`src/rtl/pattern_frame_pkg.sv`:
```
// Shared types and defaults for the 1011 pattern frame transmitter and its detector.
// The optional BIT_STUFF_EN build adds the STUFF state; the enum carries it in every build.
package pattern_frame_pkg;

  localparam int PAT_W_DEFAULT = 4;
  localparam logic [PAT_W_DEFAULT-1:0] PATTERN_DEFAULT = 4'b1011;

  typedef enum logic [2:0] {
    IDLE,
    PREAMBLE,
    PAYLOAD,
    STUFF,
    GAP
  } tx_state_t;

  function automatic int max3(input int a, input int b, input int c);
    int m;
    m = (a > b) ? a : b;
    return (m > c) ? m : c;
  endfunction

endpackage

```
`src/rtl/pattern_stuff_ctl.sv`:
```
// History of the last PAT_W-1 transmitted bits and the stuff-needed comparator.
// Only instantiated when BIT_STUFF_EN is defined.
module pattern_stuff_ctl
  import pattern_frame_pkg::*;
#(
  parameter int                PAT_W   = PAT_W_DEFAULT,
  parameter logic [PAT_W-1:0]  PATTERN = PATTERN_DEFAULT
) (
  input  logic clk_i,
  input  logic rst_ni,
  input  logic load_i,
  input  logic bit_i,
  output logic stuff_o
);

  localparam int HW = PAT_W - 1;

  logic [HW-1:0] hist_q, hist_d;

  always_comb begin
    hist_d = hist_q;
    if (load_i) begin
      hist_d = (hist_q << 1) | HW'(bit_i);
    end
  end

  always_ff @(posedge clk_i or negedge rst_ni) begin
    if (!rst_ni) begin
      hist_q <= '0;
    end else begin
      hist_q <= hist_d;
    end
  end

  // A match means the next bit would complete PATTERN if it equalled PATTERN[0].
  assign stuff_o = (hist_q == PATTERN[PAT_W-1:1]);

endmodule

```
`src/rtl/pattern_frame_tx.sv`:
```
// Serial frame transmitter: preamble, MSB-first payload, then an idle gap.
// Define BIT_STUFF_EN to insert stuff bits so PATTERN never recurs inside the payload.
module pattern_frame_tx
  import pattern_frame_pkg::*;
#(
  parameter int               DATA_W  = 8,
  parameter int               PAT_W   = PAT_W_DEFAULT,
  parameter logic [PAT_W-1:0] PATTERN = PATTERN_DEFAULT,
  parameter int               GAP     = 1
) (
  input  logic              clk,
  input  logic              rst,
  input  logic [DATA_W-1:0] data_in,
  input  logic              in_valid,
  output logic              in_ready,
  output logic              sequence_out,
  output logic              frame_active,
  output logic              done
);

  localparam int CNT_W = $clog2(max3(PAT_W, DATA_W, GAP) + 1);
  localparam int FRM_W = PAT_W + DATA_W;

  tx_state_t        state_q, state_d;
  logic [CNT_W-1:0] cnt_q, cnt_d;
  logic [CNT_W-1:0] next_data_cnt;
  logic [FRM_W-1:0] shift_q, shift_d;
  logic             seq_q, seq_d;
  logic             active_q, active_d;
  logic             done_q, done_d;
  logic             ready_q, ready_d;

`ifdef BIT_STUFF_EN
  logic stuff_need;

  pattern_stuff_ctl #(
    .PAT_W   (PAT_W),
    .PATTERN (PATTERN)
  ) u_stuff_ctl (
    .clk_i   (clk),
    .rst_ni  (rst),
    .load_i  (active_d),
    .bit_i   (seq_d),
    .stuff_o (stuff_need)
  );
`endif

  // cnt_q holds the bits still to come in the current phase; the GAP state
  // is named through the package because the GAP parameter shadows it here.
  always_comb begin
    state_d       = state_q;
    cnt_d         = cnt_q;
    shift_d       = shift_q;
    seq_d         = 1'b0;
    active_d      = 1'b0;
    done_d        = 1'b0;
    ready_d       = 1'b0;
    next_data_cnt = (state_q == PREAMBLE) ? CNT_W'(DATA_W - 1) : cnt_q - 1'b1;

    case (state_q)
      IDLE: begin
        ready_d = 1'b1;
        if (in_valid && ready_q) begin
          state_d  = PREAMBLE;
          shift_d  = {PATTERN, data_in} << 1;
          seq_d    = PATTERN[PAT_W-1];
          active_d = 1'b1;
          ready_d  = 1'b0;
          cnt_d    = CNT_W'(PAT_W - 1);
        end
      end

      PREAMBLE, PAYLOAD: begin
        active_d = 1'b1;
        if (state_q == PAYLOAD && cnt_q == '0) begin
          state_d  = pattern_frame_pkg::GAP;
          cnt_d    = CNT_W'(GAP - 1);
          active_d = 1'b0;
        end else if (state_q == PREAMBLE && cnt_q != '0) begin
          seq_d   = shift_q[FRM_W-1];
          shift_d = shift_q << 1;
          cnt_d   = cnt_q - 1'b1;
`ifdef BIT_STUFF_EN
        end else if (stuff_need) begin
          state_d = STUFF;
          seq_d   = ~PATTERN[0];
          cnt_d   = next_data_cnt;
`endif
        end else begin
          state_d = PAYLOAD;
          seq_d   = shift_q[FRM_W-1];
          shift_d = shift_q << 1;
          cnt_d   = next_data_cnt;
          done_d  = (next_data_cnt == '0);
        end
      end

`ifdef BIT_STUFF_EN
      STUFF: begin
        active_d = 1'b1;
        state_d  = PAYLOAD;
        seq_d    = shift_q[FRM_W-1];
        shift_d  = shift_q << 1;
        done_d   = (cnt_q == '0);
      end
`endif

      pattern_frame_pkg::GAP: begin
        if (cnt_q == '0) begin
          state_d = IDLE;
          ready_d = 1'b1;
        end else begin
          cnt_d = cnt_q - 1'b1;
        end
      end

      default: begin
        state_d = IDLE;
        ready_d = 1'b1;
      end
    endcase
  end

  always_ff @(posedge clk or negedge rst) begin
    if (!rst) begin
      state_q  <= IDLE;
      cnt_q    <= '0;
      shift_q  <= '0;
      seq_q    <= 1'b0;
      active_q <= 1'b0;
      done_q   <= 1'b0;
      ready_q  <= 1'b1;
    end else begin
      state_q  <= state_d;
      cnt_q    <= cnt_d;
      shift_q  <= shift_d;
      seq_q    <= seq_d;
      active_q <= active_d;
      done_q   <= done_d;
      ready_q  <= ready_d;
    end
  end

  assign sequence_out = seq_q;
  assign frame_active = active_q;
  assign done         = done_q;
  assign in_ready     = ready_q;

endmodule

```
`config.mk`:
```
export PLATFORM = sky130hd
export DESIGN_NAME = pattern_frame_tx
export DESIGN_NICKNAME = d
export VERILOG_FILES = /design/src/rtl/pattern_frame_pkg.sv /design/src/rtl/pattern_stuff_ctl.sv /design/src/rtl/pattern_frame_tx.sv
export SDC_FILE = /design/constraint.sdc
export NUM_CORES = 1
export LEC_CHECK = 0
export ABC_AREA = 0
export CAP_MARGIN = 15
export CORE_MARGIN = 2
export CORE_UTILIZATION = 51
export CTS_CLUSTER_DIAMETER = 30
export DETAILED_ROUTE_END_ITERATION = 6
export HOLD_SLACK_MARGIN = 0.15
export PLACE_DENSITY = 0.72
export SYNTH_ARGS = -nofsm -noshare
export SYNTH_HDL_FRONTEND = slang
export SYNTH_SLANG_ARGS = --single-unit
```
`constraint.sdc`:
```
create_clock -name clk -period 2.3 [get_ports clk]
set_input_delay 0.46 -clock clk [delete_from_list [all_inputs] [get_ports clk]]
set_output_delay 0.46 -clock clk [all_outputs]
set_load 0.005 [all_outputs]
```
==> impl_results.md <==
* Status: finished, final reports clean
* Worst r2r path cells at 6
* DR DRC count at 0
* CTS H-tree lvls at 1
* Post-synth top cells: dfrtp_1, mux2_2, a21oi_1, mux2_4, nand2_1
* Vias in the first global route at 827
* Critical path class: flip-flop to flip-flop
* Min-Delay Path Class: primary input to asynchronous set/reset pin
* Aggregate global routing overflow at 0
* CTS root buffer: clkbuf_4
* Reg2reg start: cnt_q[0]
* Synth Area per Inst at 11.3 um2
* RSZ-0062 raised after global routing: no
* Cell Rows at 17
* Cells after synthesis at 109
* TritonCTS Buffers at 3
* Post-DRT Antenna Nets at 0
* Crit path required time at 2.51 ns
* Area Growth Syn to Fin at 18.4%
* Most used flip-flop cell after synthesis: dfrtp_1
* Detailed Route WL at 2250 um
* Crit path capture type: flip-flop
* Syn Nets at 122
* Top cells by area, synth: dfrtp_1, mux2_4, mux2_2
* Layout filler cell count at 201
* Via density at 5.75
* Synth top area share at 0.428
* CTS tree: built
* Syn. warnings at 0
* Final worst-path cycle share at 0.867
* Final hold violations at 0
* Largest net degree at the start of global routing at 17
* Area of the multi-input gates at 642 um2
* Worst R2R Setup Slack at 0.31 ns
* Global placement routability congestion at 0.818
* Max Clock Skew at 0.00469 ns
* CP Launch Type: flip-flop
* Power density cells at 1530 nW/um2
* Mapped Area at 1230 um2
* CP arrival at 2.20 ns
* Die X at 53.1 um
* Via total after detailed routing at 885
* Number of distinct library cells after synthesis at 38
* Drt wl/cell at 14.6 um
* # resized after CTS at 0
* Die Ht at 53.1 um
* Setup_tns at 0 ns
* Initial antenna violation count at 0
* CTS clock-pin slew for the worst setup and hold paths at 0.12 ns
* Global router's overall resource usage at 0.191
* Buffers on Ports at 14
* Post-synthesis sequential area ratio at 0.449
* Tightest Pin Transition at 0.574 ns
* Crit. Startpoint: cnt_q[0]
* Peak VDD IR at 0.000868 V
* Yosys reg bits at 22
* Layout cells sized above 1 at 0.254
* Crit-path max FO at 9
* Most frequent cell after synthesis: dfrtp_1
* DRT iter0 DRCs at 25
* Net count, final at 140
* Max-Slew Margin vs Limit at 0.616
* Period minus WS final at 1.99 ns
* First-pass GRT wire length at 3850 um
* Clk buf depth at 2
* Ports at 15
* Initial Util at 0.545
* Later-pin clock latency in the skew report at 0.31 ns
* # hold bufs at CTS at 0
* Max Fclk at 501 MHz
* Final setup violation count at 0
* Post-CTS Setup Inserts at 0
* Dpl hpwl at 1630 um
* R2r endpoint: shift_q[8]
* Maxcap violations at 0
* Tightest hold margin at 0.500 ns
* Clock sinks at 22
* Die Area at 2820 um2
* DR pass1 iterations at 4
* Core footprint at 2250 um2
* Final Max Slew Viols at 0
* Antenna cells at 0
* Static Leak at 0.645 nW
* Post-synth ARST share at 1.00
* Storage cell area at 552 um2
* EDFF count, synth at 0
* Cell taking the most area after synthesis: dfrtp_1
## power by group
group	total, mW	switching, mW	internal (mW)
registers	0.720	0.140	0.580
logic	1.22	0.534	0.682
clock network	0.295	0.119	0.176
total	2.23	0.793	1.44
## worst max-delay path: stages (launching register included)
cell and delay (ns):
dfrtp_1 0.46, inv_1 0.11, ha_1 0.21, nor3b_1 0.15, o21a_1 0.24, o21ai_4 0.37
mux2_4 0.34
## metal layers
metal,routed length [um],vias to the layer above,GRT usage
met3,87,4,0.0339
li1,-,430,-
met4,29,0,0.0897
met5,0,-,0
met2,1060,19,0.308
met1,1070,432,0.248
## worst max-delay path by stage
stage                            end  slack (ns)
after floorplan           shift_q[1]        0.53
after global placement    shift_q[5]        0.37
after detailed placement  shift_q[8]        0.33
after CTS                 shift_q[8]        0.31
after global routing      shift_q[8]        0.22
final                     shift_q[8]        0.31
## cell type report
| class | count | share of cell area |
|---|---|---|
| Multi-Input combinational cell | 80 | 0.441 |
| Sequential cell | 22 | 0.379 |
| Timing Repair Buffer | 17 | 0.112 |
| Tap cell | 28 | 0.0241 |
| Clock inverter | 1 | 0.0206 |
| Clock buffer | 3 | 0.0155 |
| Inverter | 3 | 0.00774 |
## stage by stage
stage	instance area [um2]	utilization	instances	total power, mW	setup WS, ns
2_1_floorplan	1230	-	109	1.66	0.528
3_3_place_gp	1400	0.622	150	1.89	0.370
3_5_place_dp	1400	0.622	150	1.94	0.327
4_1_cts	1460	0.645	154	2.24	0.310
5_1_grt	1460	0.645	154	2.41	0.225
6_report	1460	0.645	154	2.23	0.306
## sequential cells by signal, summed over array words and instances, names as in the netlist
register and cells:
state_q 3, cnt_q 4, frame_active 1, in_ready 1, sequence_out 1, shift_q 11, done 1
## placed cells by master, fill, tap and decap left out, drive strengths merged, types with 2 or more instances in the layout
| cell | n |
|---|---|
| ha | 2 |
| and3 | 2 |
| dfrtp | 21 |
| o21ai | 5 |
| buf | 3 |
| clkdlybuf4s50 | 14 |
| inv | 3 |
| nor2b | 4 |
| nor2 | 5 |
| mux2 | 17 |
| o211ai | 3 |
| nand4b | 2 |
| clkbuf | 3 |
| o22ai | 2 |
| nand2 | 8 |
| nand2b | 3 |
| nor3 | 2 |
| o21a | 2 |
| a21oi | 9 |
| or3b | 2 |
## cells by family after synthesis
family / count (synthesis) / share of synthesized area
xor+xnor: 1 / 0.00713
mux: 18 / 0.188
compound gates: 28 / 0.161
fa+ha+maj: 2 / 0.0204
simple gates: 31 / 0.146
flops: 22 / 0.449
buf+inv: 7 / 0.0285
Note: power is estimated with default switching activity, not from simulation.
